[config.mk]
export PLATFORM = sky130hd
export DESIGN_NAME = veda_mem_arbiter
export DESIGN_NICKNAME = d
export VERILOG_FILES = /design/src/rtl/veda_mem_arbiter.sv
export SDC_FILE = /design/constraint.sdc
export NUM_CORES = 1
export LEC_CHECK = 0
export BUFFER_PORTS_ARGS = -buffer_cell sky130_fd_sc_hd__buf_2
export CAP_MARGIN = 20
export CORE_UTILIZATION = 25
export CTS_BUF_LIST = sky130_fd_sc_hd__clkbuf_8
export DETAILED_ROUTE_END_ITERATION = 8
export REMOVE_ABC_BUFFERS = 1
export SKIP_LAST_GASP = 1
export SYNTH_ARGS = -nofsm -noshare
export SYNTH_HDL_FRONTEND = slang
export SYNTH_SLANG_ARGS = --single-unit
[constraint.sdc]
create_clock -name clk -period 2.15 [get_ports clk]
set_input_delay 0.43 -clock clk [delete_from_list [all_inputs] [get_ports clk]]
set_output_delay 0.43 -clock clk [all_outputs]
set_load 0.02 [all_outputs]
[src/rtl/veda_mem_arbiter.sv]
// Round-robin arbiter/sequencer that serialises two single-word requesters onto the
// VEDA_data memory port, returning read data with a one-cycle valid pulse.
module veda_mem_arbiter #(
  parameter int ADDR_W = 9,
  parameter int DATA_W = 32,
  parameter int CNT_W  = 16
) (
  input  logic              clk,
  input  logic              rst_n,
  input  logic              req_a_i,
  input  logic              we_a_i,
  input  logic [ADDR_W-1:0] addr_a_i,
  input  logic [DATA_W-1:0] wdata_a_i,
  output logic              gnt_a_o,
  output logic              rvalid_a_o,
  output logic [DATA_W-1:0] rdata_a_o,
  input  logic              req_b_i,
  input  logic              we_b_i,
  input  logic [ADDR_W-1:0] addr_b_i,
  input  logic [DATA_W-1:0] wdata_b_i,
  output logic              gnt_b_o,
  output logic              rvalid_b_o,
  output logic [DATA_W-1:0] rdata_b_o,
  output logic              mem_w_en_o,
  output logic              mem_mode_o,
  output logic [ADDR_W-1:0] mem_address_o,
  output logic [DATA_W-1:0] mem_datain_o,
  input  logic [DATA_W-1:0] mem_dataout_i,
  output logic              busy_o,
  output logic [CNT_W-1:0]  conflict_cnt_o
);

  typedef enum logic [1:0] {IDLE, ISSUE, RWAIT, RESP} state_e;

  state_e              state_q, state_d;
  logic                last_b_q, last_b_d;    // 1: B won the most recent tie
  logic                owner_b_q, owner_b_d;  // requester owning the current access
  logic                we_q, we_d;
  logic [ADDR_W-1:0]   addr_q, addr_d;
  logic [DATA_W-1:0]   wdata_q, wdata_d;
  logic                gnt_a_q, gnt_a_d, gnt_b_q, gnt_b_d;
  logic                rvalid_a_q, rvalid_a_d, rvalid_b_q, rvalid_b_d;
  logic [DATA_W-1:0]   rdata_a_q, rdata_a_d, rdata_b_q, rdata_b_d;
  logic                mem_w_en_q, mem_w_en_d, mem_mode_q, mem_mode_d;
  logic [ADDR_W-1:0]   mem_address_q, mem_address_d;
  logic [DATA_W-1:0]   mem_datain_q, mem_datain_d;
  logic [CNT_W-1:0]    cnt_q, cnt_d;
  logic                win_b;

  always_comb begin
    // NOTE: every next-state value gets a default first, so no branch can infer a latch.
    state_d       = state_q;
    last_b_d      = last_b_q;
    owner_b_d     = owner_b_q;
    we_d          = we_q;
    addr_d        = addr_q;
    wdata_d       = wdata_q;
    gnt_a_d       = 1'b0;
    gnt_b_d       = 1'b0;
    rvalid_a_d    = 1'b0;
    rvalid_b_d    = 1'b0;
    rdata_a_d     = rdata_a_q;
    rdata_b_d     = rdata_b_q;
    mem_w_en_d    = 1'b0;
    mem_mode_d    = 1'b0;
    mem_address_d = '0;
    mem_datain_d  = '0;
    cnt_d         = cnt_q;
    win_b         = 1'b0;

    unique case (state_q)
      IDLE: begin
        if (req_a_i || req_b_i) begin
          win_b     = req_b_i && (!req_a_i || !last_b_q);
          owner_b_d = win_b;
          we_d      = win_b ? we_b_i    : we_a_i;
          addr_d    = win_b ? addr_b_i  : addr_a_i;
          wdata_d   = win_b ? wdata_b_i : wdata_a_i;
          gnt_a_d   = !win_b;
          gnt_b_d   = win_b;
          if (req_a_i && req_b_i) begin
            last_b_d = win_b;
            if (cnt_q != {CNT_W{1'b1}}) cnt_d = cnt_q + CNT_W'(1);
          end
          state_d = ISSUE;
        end
      end
      ISSUE: begin
        // Memory controls are registered, so they appear in the cycle after ISSUE.
        mem_w_en_d    = 1'b1;
        mem_mode_d    = we_q;
        mem_address_d = addr_q;
        mem_datain_d  = we_q ? wdata_q : '0;
        state_d       = we_q ? IDLE : RWAIT;
      end
      RWAIT: state_d = RESP;
      RESP: begin
        if (owner_b_q) begin
          rvalid_b_d = 1'b1;
          rdata_b_d  = mem_dataout_i;
        end else begin
          rvalid_a_d = 1'b1;
          rdata_a_d  = mem_dataout_i;
        end
        state_d = IDLE;
      end
      default: state_d = IDLE;
    endcase
  end

  // NOTE: sequential state uses non-blocking assignments only, so every register sees pre-edge values.
  always_ff @(posedge clk) begin
    if (!rst_n) begin
      state_q       <= IDLE;
      last_b_q      <= 1'b1;
      owner_b_q     <= 1'b0;
      we_q          <= 1'b0;
      addr_q        <= '0;
      wdata_q       <= '0;
      gnt_a_q       <= 1'b0;
      gnt_b_q       <= 1'b0;
      rvalid_a_q    <= 1'b0;
      rvalid_b_q    <= 1'b0;
      rdata_a_q     <= '0;
      rdata_b_q     <= '0;
      mem_w_en_q    <= 1'b0;
      mem_mode_q    <= 1'b0;
      mem_address_q <= '0;
      mem_datain_q  <= '0;
      cnt_q         <= '0;
    end else begin
      state_q       <= state_d;
      last_b_q      <= last_b_d;
      owner_b_q     <= owner_b_d;
      we_q          <= we_d;
      addr_q        <= addr_d;
      wdata_q       <= wdata_d;
      gnt_a_q       <= gnt_a_d;
      gnt_b_q       <= gnt_b_d;
      rvalid_a_q    <= rvalid_a_d;
      rvalid_b_q    <= rvalid_b_d;
      rdata_a_q     <= rdata_a_d;
      rdata_b_q     <= rdata_b_d;
      mem_w_en_q    <= mem_w_en_d;
      mem_mode_q    <= mem_mode_d;
      mem_address_q <= mem_address_d;
      mem_datain_q  <= mem_datain_d;
      cnt_q         <= cnt_d;
    end
  end

  assign gnt_a_o        = gnt_a_q;
  assign gnt_b_o        = gnt_b_q;
  assign rvalid_a_o     = rvalid_a_q;
  assign rvalid_b_o     = rvalid_b_q;
  assign rdata_a_o      = rdata_a_q;
  assign rdata_b_o      = rdata_b_q;
  assign mem_w_en_o     = mem_w_en_q;
  assign mem_mode_o     = mem_mode_q;
  assign mem_address_o  = mem_address_q;
  assign mem_datain_o   = mem_datain_q;
  assign busy_o         = (state_q != IDLE);
  assign conflict_cnt_o = cnt_q;

endmodule

==> results.yml <==
final_layout:
  syn2layout_area_growth_pct: 32.9
  layout_commonest_cell: "buf_2"
  drive_above_1_share_pct: 32.4
  fill_cells: 2594
  finish.utilization_pct: 34.0
  nets: 1040
  final_cell_mix: "247 x buf_2, 173 x dfxtp_1, 137 x nand2_1"
timing:
  rsz0062_at_grt: "false"
  setup_violations: 0
  worstMarginPinSlew_ns: 0.756
  setup_tns_ns: 0
  slew_headroom_pct: 49.6
  fmax_mhz: 559
  finalHoldViolCount: 0
  slew_violations: 0
  fin_crit_ns: 1.79
  fin_skew_ns: 0.0150
  fin_crit_sh_pct: 83.1
placement:
  finalWeightedCongestion: 0.772
  dp.final_hpwl_um: 11500
  portBuffers: 247
floorplanning:
  die_x_um: 160
  rows: 57
  num_io_pins: 248
  design.core.area_um2: 24400
  start_util_pct: 25.6
  die_area_um2: 25600
  die_y_um: 160
grt:
  grt_pass1_vias: 5170
  grt_max_degree: 80
  antenna_found_initial: 1
  overflow: 0
  grtUsageTotal_pct: 13.3
  grt_pass1_wl_um: 26700
routing:
  wl_um: 17000
  num_vias: 5518
  wl_per_cell_um: 13.6
  ant_nets: 0
  viasPerCell: 4.39
  drtIter0Drc: 356
  dr.pass1.iters: 6
  drc: 0
power_and_ir_drop:
  switchingPower_uw: 1810
  combPwrFrac_pct: 10.5
  ir_drop_v: 0.000323
  switching_share_pct: 27.7
  p_int_uw: 4740
  power.density_nw_per_um2: 790
  p_leak_uw: 0.00372
  clkPwrFrac_pct: 37.3
  pwr-share-seq_pct: 52.2
worst_setup_path:
  required_ns: 2.54
  crit_fanout: 9
  crit_arrival_ns: 2.17
  crit_path_start_kind: "register"
  crit_type: "register to register"
  cp-end-kind: "register"
logic_synthesis:
  yosys_warnings: 0
  yosys.cell_types.count: 36
  synth.avg_cell_area_um2: 9.06
  synthCells: 689
  yosysSeqAreaShare_pct: 55.5
  yosys_register_bits: 173
  synth_area_um2: 6240
clocking:
  clkSlewWorstSetupHoldPaths_ns: 0.11
  h-tree-depth: 4
  clockBufferDepth: 2
  cts.sinks: 173
  cts_tree: "yes"
  cts.repair.resized: 0
  numCtsBuffers: 17
  insertion_delay_ns: 0.45
  cts_setup_buffers: 0
  ctsHoldBuffers: 0
  cts_root_buffer: "clkbuf_8"
hold_path:
  hp-start: "mem_dataout_i[9]"
  hp-class: "primary input to register"
status:
  outcome: "complete, no violations"
job:
  cap_violations: 0
area by class of cell:
type | count | area [um2] | area share, %
Tap cell | 324 | 405 | 4.89
Sequential cell | 173 | 3460 | 41.7
Clock inverter | 15 | 204 | 2.46
Clock buffer | 17 | 234 | 2.82
Multi-Input combinational cell | 461 | 2580 | 31.1
Inverter | 3 | 13.8 | 0.166
Timing Repair Buffer | 263 | 1390 | 16.8
Antenna cell | 1 | 2.50 | 0.0302
layer usage:
layer	track usage, %	routed length [um]	part of all wire [%]
met1	16.3	7850	46
met2	21.8	7880	46
met3	4.73	1190	7.0
met5	0	0	0
met4	3.51	125	0.73
registers in the layout (all words and copies together), names as in the netlist, 9 cells and up, named ones only:
| name | cells |
|---|---|
| mem_address_o | 9 |
| wdata_q | 32 |
| mem_datain_o | 32 |
| conflict_cnt_o | 16 |
| rdata_b_o | 32 |
| addr_q | 9 |
| rdata_a_o | 32 |
final timing paths:
kind,slack (ns),depth (start not counted),to
worst max register to register,0.36,4,conflict_cnt_o[15]$_SDFFE_PN0P_
worst min register to register,0.45,2,rdata_a_o[0]$_SDFFE_PN0P_
worst max-delay path,0.36,4,conflict_cnt_o[15]$_SDFFE_PN0P_
worst min-delay path,0.22,3,rdata_b_o[9]$_SDFFE_PN0P_
synthesized netlist by cell type:
cell,instances,area share (%)
and4bb_1,1,0.20
nand3_1,8,0.64
a21oi_1,77,6.2
o21ai_0,7,0.56
nand2_1,137,8.2
dfxtp_1,173,55
nand4_1,4,0.40
o31ai_1,5,0.60
mux2i_1,44,7.1
a41oi_1,1,0.14
nor2_1,50,3.0
a211oi_1,43,5.2
ha_1,1,0.20
nand4_2,1,0.20
o31a_1,1,0.14
nand3b_1,1,0.12
a31oi_1,1,0.10
or3_1,5,0.50
and2_1,11,1.1
buf_2,8,0.64
inv_2,1,0.060
and4_1,3,0.42
or4_1,5,0.60
xnor2_1,1,0.14
a21boi_0,1,0.12
a22oi_1,1,0.12
nand2b_1,2,0.20
or2_2,1,0.10
and3_1,35,3.5
inv_1,2,0.12
buf_4,1,0.12
buf_1,7,0.42
clkbuf_1,36,2.2
nor3_1,10,0.80
o21a_1,2,0.24
nor4_1,2,0.20
metrics by stage:
stage	instance area [um2]	hold slack [ns]	worst slack (ns)	std cells	power (uW)
final	8300	0.220	0.363	1257	6550
after global routing	8290	0.175	0.197	1256	6900
after CTS	8290	0.171	0.306	1256	6680
after detailed placement	7860	0.444	0.243	1224	4190
after global placement	7860	0.437	0.245	1224	4180
after floorplan	6030	0.431	-3.55	637	3890
worst max-delay path: stages, from the launching register on:
cell      delay (ns)
dfxtp_1         0.40
and4bb_1        0.43
nand4_2         0.22
or4_1           0.54
a21oi_1         0.14
power by group through the flow:
stage | sequential (uW) | clock [uW] | combinational [uW]
2_1_floorplan | 3520 | 0 | 371
3_3_place_gp | 3490 | 0 | 690
3_5_place_dp | 3500 | 0 | 698
4_1_cts | 3420 | 2560 | 700
5_1_grt | 3440 | 2690 | 768
6_report | 3420 | 2440 | 686
logic make-up (layout without fill, tap and decap cells):
| group | Yosys count | count (layout) | synth area share (%) |
|---|---|---|---|
| mux | 44 | 44 | 7.05 |
| simple gates | 276 | 276 | 20.2 |
| xor+xnor | 1 | 1 | 0.140 |
| compound gates | 139 | 139 | 13.4 |
| fa+ha+maj | 1 | 1 | 0.200 |
| other cells | 0 | 1 | 0 |
| flops | 173 | 173 | 55.5 |
| buf+inv | 55 | 298 | 3.53 |
Note: power is estimated with default switching activity, not from simulation.
